## src/rtl/register_file_if.sv

```systemverilog
// Register-file port bundle: two read selects/data and one write port.
interface register_file_if #(
  parameter int DATA_WIDTH = 32,
  parameter int ADDR_WIDTH = 5
);
  logic [ADDR_WIDTH-1:0] ReadRegister1;
  logic [ADDR_WIDTH-1:0] ReadRegister2;
  logic [ADDR_WIDTH-1:0] WriteRegister;
  logic [DATA_WIDTH-1:0] WriteData;
  logic                  RegWrite;
  logic [DATA_WIDTH-1:0] ReadData1;
  logic [DATA_WIDTH-1:0] ReadData2;

  // datapath side: drives selects and write port, consumes read data
  modport master (
    output ReadRegister1, ReadRegister2, WriteRegister, WriteData, RegWrite,
    input  ReadData1, ReadData2
  );

  // register file side
  modport slave (
    input  ReadRegister1, ReadRegister2, WriteRegister, WriteData, RegWrite,
    output ReadData1, ReadData2
  );
endinterface

```

## src/rtl/register_file.sv

```systemverilog
// MIPS-style register file: NUM_REGS x DATA_WIDTH, r0 hardwired to zero,
// two combinational read ports, one synchronous write port, no bypass.
module register_file #(
  parameter int DATA_WIDTH = 32,
  parameter int ADDR_WIDTH = 5,
  parameter int NUM_REGS   = 32
) (
  input  logic            Clk,
  input  logic            Reset_n,
  register_file_if.slave  rf
);

  // r0 has no storage; only registers 1..NUM_REGS-1 are flops
  logic [NUM_REGS-1:1][DATA_WIDTH-1:0] regs_q, regs_d;
  // full read view with r0 tied to zero in the bottom slot
  logic [NUM_REGS-1:0][DATA_WIDTH-1:0] rd_view;

  // per-register decoded write enable; unselected registers hold
  always_comb begin
    regs_d = regs_q;
    for (int i = 1; i < NUM_REGS; i++) begin
      if (rf.RegWrite && (rf.WriteRegister == ADDR_WIDTH'(i)))
        regs_d[i] = rf.WriteData;
    end
  end

  // storage; async reset clears the whole array and blocks writes
  always_ff @(posedge Clk or negedge Reset_n) begin
    if (!Reset_n) regs_q <= '0;
    else          regs_q <= regs_d;
  end

  assign rd_view = {regs_q, {DATA_WIDTH{1'b0}}};

  // two full-width read muxes; reads see the array before any same-cycle write
  always_comb begin
    rf.ReadData1 = rd_view[rf.ReadRegister1];
    rf.ReadData2 = rd_view[rf.ReadRegister2];
  end

endmodule

```

## src/flat_wrapper.sv

```systemverilog
// flat-port wrapper written by rule: the top's interface ports become plain ports
module register_file_flat 
#(
  parameter int DATA_WIDTH = 32,
  parameter int ADDR_WIDTH = 5,
  parameter int NUM_REGS   = 32
)
  (Clk, Reset_n, rf_ReadRegister1, rf_ReadRegister2, rf_WriteRegister, rf_WriteData, rf_RegWrite, rf_ReadData1, rf_ReadData2);
  register_file_if #(.DATA_WIDTH(DATA_WIDTH), .ADDR_WIDTH(ADDR_WIDTH)) rf_i ();
  input  logic Clk;
  input  logic Reset_n;
  input wire logic [$bits(rf_i.ReadRegister1)-1:0] rf_ReadRegister1;
  input wire logic [$bits(rf_i.ReadRegister2)-1:0] rf_ReadRegister2;
  input wire logic [$bits(rf_i.WriteRegister)-1:0] rf_WriteRegister;
  input wire logic [$bits(rf_i.WriteData)-1:0] rf_WriteData;
  input wire logic [$bits(rf_i.RegWrite)-1:0] rf_RegWrite;
  output wire logic [$bits(rf_i.ReadData1)-1:0] rf_ReadData1;
  output wire logic [$bits(rf_i.ReadData2)-1:0] rf_ReadData2;
  assign rf_i.ReadRegister1 = rf_ReadRegister1;
  assign rf_i.ReadRegister2 = rf_ReadRegister2;
  assign rf_i.WriteRegister = rf_WriteRegister;
  assign rf_i.WriteData = rf_WriteData;
  assign rf_i.RegWrite = rf_RegWrite;
  assign rf_ReadData1 = rf_i.ReadData1;
  assign rf_ReadData2 = rf_i.ReadData2;
  register_file #(.DATA_WIDTH(DATA_WIDTH), .ADDR_WIDTH(ADDR_WIDTH), .NUM_REGS(NUM_REGS)) u_core (.Clk(Clk), .Reset_n(Reset_n), .rf(rf_i));
endmodule
```

## config.mk

```make
export PLATFORM = sky130hd
export DESIGN_NAME = register_file_flat
export DESIGN_NICKNAME = d
export VERILOG_FILES = /design/src/rtl/register_file_if.sv /design/src/rtl/register_file.sv /design/src/flat_wrapper.sv
export SDC_FILE = /design/constraint.sdc
export NUM_CORES = 2
export LEC_CHECK = 0
export BUFFER_PORTS_ARGS = -buffer_cell sky130_fd_sc_hd__buf_2
export CORE_ASPECT_RATIO = 0.7
export CORE_MARGIN = 4
export CORE_UTILIZATION = 25
export DETAILED_ROUTE_END_ITERATION = 16
export HOLD_SLACK_MARGIN = 0.05
export SKIP_LAST_GASP = 1
export SLEW_MARGIN = 20
export SYNTH_ARGS = -nofsm -noshare
export SYNTH_HDL_FRONTEND = slang
export SYNTH_SLANG_ARGS = --single-unit
```

## constraint.sdc

```tcl
create_clock -name Clk -period 4.9 [get_ports Clk]
set_input_delay 0.49 -clock Clk [delete_from_list [all_inputs] [get_ports Clk]]
set_output_delay 0.49 -clock Clk [all_outputs]
set_load 0.02 [all_outputs]
```

==> results.tsv <==
stage	metric	value	unit
run_status	status	finished, final reports clean	
placed_design	GP Congestion	0.803	
setup_path	WP data required	4410	ps
run	Max-Cap Viols	0	
yosys	mux contribution to synthesized area	0.417	
power_and_ir_drop	PwrDens	396	mW/mm²
grt	first-pass GRT wire length	256000	µm
power_and_ir_drop	Pleak	25.3	nW
sta	Tmin final	4270	ps
grt	vias in the first global route	35241	
sta	Final WS setup	631	ps
clock_tree	TritonCTS clock tree	built	
yosys	top-area cell type share of the netlist area	0.467	
finish	fin nets	3609	
grt	GRT overflow	0	
drt	Vias/cell	5.38	
grt	pin count of the biggest net entering global routing	134	
power_and_ir_drop	sequential power share	0.465	
clock_tree	clock sinks	992	
power_and_ir_drop	Clk pwr share	0.318	
clock_tree	post-cts sizing count	0	
sta	Slew Limit Fails	0	
yosys	Seq/Total Area, Yosys	0.467	
finish	share of cells above drive strength 1	0.512	
yosys	XOR/XNOR share of the synthesized area	0	
setup_path	crit path kind	in2out	
setup_path	Worst Setup End Kind	output port	
clock_tree	Root Buffer	clkbuf_16	
sta	Fin Clk Skew	0	ps
clock_tree	TritonCTS buffer count	92	
yosys	adder-cell share of the synthesized area	0	
clock_tree	Worst-path clk slew	70	ps
floorplanning	Boundary Pins	114	
floorplanning	chip height	394	µm
power_and_ir_drop	Sw Ratio	0.284	
yosys	largest family of logic cells by synthesized area	multiplexers	
sta	Final Hold Viols	0	
placed_design	placed cell count	6251	
drt	Avg WL per Cell	27.4	µm
floorplanning	Die Area	0.220	mm²
yosys	Cells after Synth	3637	
grt	global-route track usage on met3	0.0317	
sta	final setup TNS	0	ps
sta	period utilisation layout	0.871	
placed_design	Final HPWL DP	104000	µm
yosys	Syn. warnings	0	
yosys	Yosys cell types	31	
yosys	Syn Std Cell Area	0.0532	mm²
clock_tree	Skew-Pair Late Insertion Delay	690	ps
power_and_ir_drop	Switch Pwr	0.00672	W
finish	P&R area growth vs syn	12.7	%
sta	WHS	418	ps
drt	via count	34550	
worst_hold_path	type of the worst min-delay path	in2async	
yosys	post-synthesis compound-gate area fraction	0.0633	
setup_path	Crit path arrival time	3780	ps
grt	met2 Use GR	0.238	
drt	Routed WL	176000	µm
sta	Worst Max-Slew Pin Slew	1200	ps
sta	unrepaired setup endpoints after global routing	no	
setup_path	Startpoint Class	input port	
finish	Fillers	21015	
placed_design	dpl ws	712	ps
yosys	Syn Nets	3687	
grt	Top Usage Layer GRT	met2	
setup_path	CP max FO	18	
grt	met1 usage	0.219	
drt	DR DRC count	0	
yosys	cell taking the most area after synthesis	dfrtp_1	
clock_tree	worst-case clock buffer depth	3	
yosys	synth top area cells	dfrtp_1 47%, mux2_2 22%, mux4_2 16%, a22o_1 3.2%, mux2i_1 3.0%	
sta	final-report setup violation count	0	
floorplanning	width of the die	559	µm
floorplanning	Rows	141	
yosys	synthesized area per cell	14.6	µm²
drt	Initial DRC Count	3466	
power_and_ir_drop	combinational share of power	0.217	
clock_tree	CTS H-tree depth	3	
sta	max_slew headroom	0.200	
finish	Final Non-Filler Cells	6420	
yosys	Simple-Gate Fraction of Synth Area	0.0180	
sta	Fmax achieved	0.234	GHz
grt	GRT Overall Usage	0.155	
drt	DRT antenna net count	0	
yosys	Yosys reg bits	992	
power_and_ir_drop	Internal Power	0.0170	W
grt	initial antenna violation count	22	
floorplanning	area of the core	0.211	mm²
power_and_ir_drop	VDD IR-drop max	305	µV
placed_design	port bufs	113	
finish	number of flip-flops in the largest register	992	
floorplanning	Initial Util	0.252	
drt	First-pass DRT Iterations	5	
-- worst paths after layout --
| check | start | end | slack, ps | depth (start not counted) |
|---|---|---|---|---|
| min | Reset_n | u_core.rd_view[370] | 420 | 2 |
| max reg2reg | u_core.rd_view[604] | u_core.rd_view[604] | 4080 | 1 |
| min reg2reg | u_core.rd_view[916] | u_core.rd_view[916] | 520 | 1 |
| max in group asynchronous | Reset_n | u_core.rd_view[945] | 2990 | 3 |
| max | rf_ReadRegister2[1] | rf_ReadData2[12] | 630 | 8 |
| min in group Clk | rf_WriteData[30] | u_core.rd_view[62] | 420 | 2 |
-- per-stage QoR --
step	cell area, µm²	utilization	power [W]
after floorplan	53200	-	0.0146
after global placement	56800	0.269	0.0161
after detailed placement	56800	0.269	0.0163
after CTS	59900	0.284	0.0239
after global routing	59900	0.284	0.0248
final	59900	0.284	0.0237
-- Yosys cell counts --
library cell,n
nor2_1,15
o21ai_1,64
or3_1,1
nand3_1,1
mux2i_1,160
mux2_2,1046
buf_6,12
and3_1,32
nor3b_1,2
a22o_1,192
buf_2,104
nand4_1,1
a211oi_1,64
nor3_1,3
o22ai_1,64
mux2_1,10
inv_1,1
and2_1,34
nand4b_1,3
nor4_2,1
mux4_2,384
nand2_1,79
buf_1,43
clkbuf_1,215
o31ai_1,64
nor2b_1,10
clkbuf_2,2
buf_4,30
dfrtp_1,992
inv_2,1
nand2b_1,7
-- power groups by stage --
| stage | clock [W] | combinational, W | sequential (W) |
|---|---|---|---|
| finish | 0.00754 | 0.00515 | 0.0110 |
| global route | 0.00804 | 0.00553 | 0.0112 |
| CTS | 0.00770 | 0.00519 | 0.0110 |
| detailed placement | 0 | 0.00518 | 0.0111 |
| global placement | 0 | 0.00507 | 0.0110 |
| floorplan | 0 | 0.00395 | 0.0107 |
-- critical path, stage by stage --
cell and delay [ps]:
buf_4 290, nor2b_4 1010, buf_4 410, a22o_1 190, a211oi_1 70, o31ai_1 870, buf_4 230, buf_2 160
-- what timing repair did --
item,CTS,global route
hold endpoints to repair,66,0
setup buffers,0,0
hold buffers,1,0
-- area by class of cell --
type	instances	area (µm²)	area share
clock inverters	32	383	0.00639
flip-flops and latches	992	24800	0.414
multi-input cells	2237	26700	0.446
inverters	2	8.76	0.000146
clock buffers	131	2690	0.0449
diodes	4	10.0	0.000167
well taps	2788	3490	0.0582
repair buffers	234	1790	0.0299
-- routing by layer --
metal	share of wire	routed length (µm)	vias to the layer above
met5	0.000040	7	-
met4	0.033	5770	2
met3	0.072	12700	346
met2	0.45	79800	1482
met1	0.44	77800	18805
li1	-	-	13915
-- cells by family (layout without fill, tap and decap cells) --
family	after synthesis	in the layout
buffers and inverters	408	399
AO/OA/AOI/OAI	448	448
AND/OR/NAND/NOR	189	189
multiplexers	1600	1600
flip-flops	992	992
other	0	4
-- cells in the final DEF (no fill, tap or decap), drive strengths merged --
cell type    count
mux4           384
and2            34
nand2b           7
mux2i          160
a211oi          64
nand4            1
nand2           79
a22o           192
nor3             3
o22ai           64
nand4b           3
diode            4
buf            233
dlygate4sd3      1
dfrtp          992
nand3            1
or3              1
clkbuf         131
clkinv          19
nor3b            2
o31ai           64
and3            32
nor2b           10
nor2            15
mux2          1056
inv              4
o21ai           64
nor4             1
clkinvlp         4
bufinv           7
(Power assumes the default switching activity.)
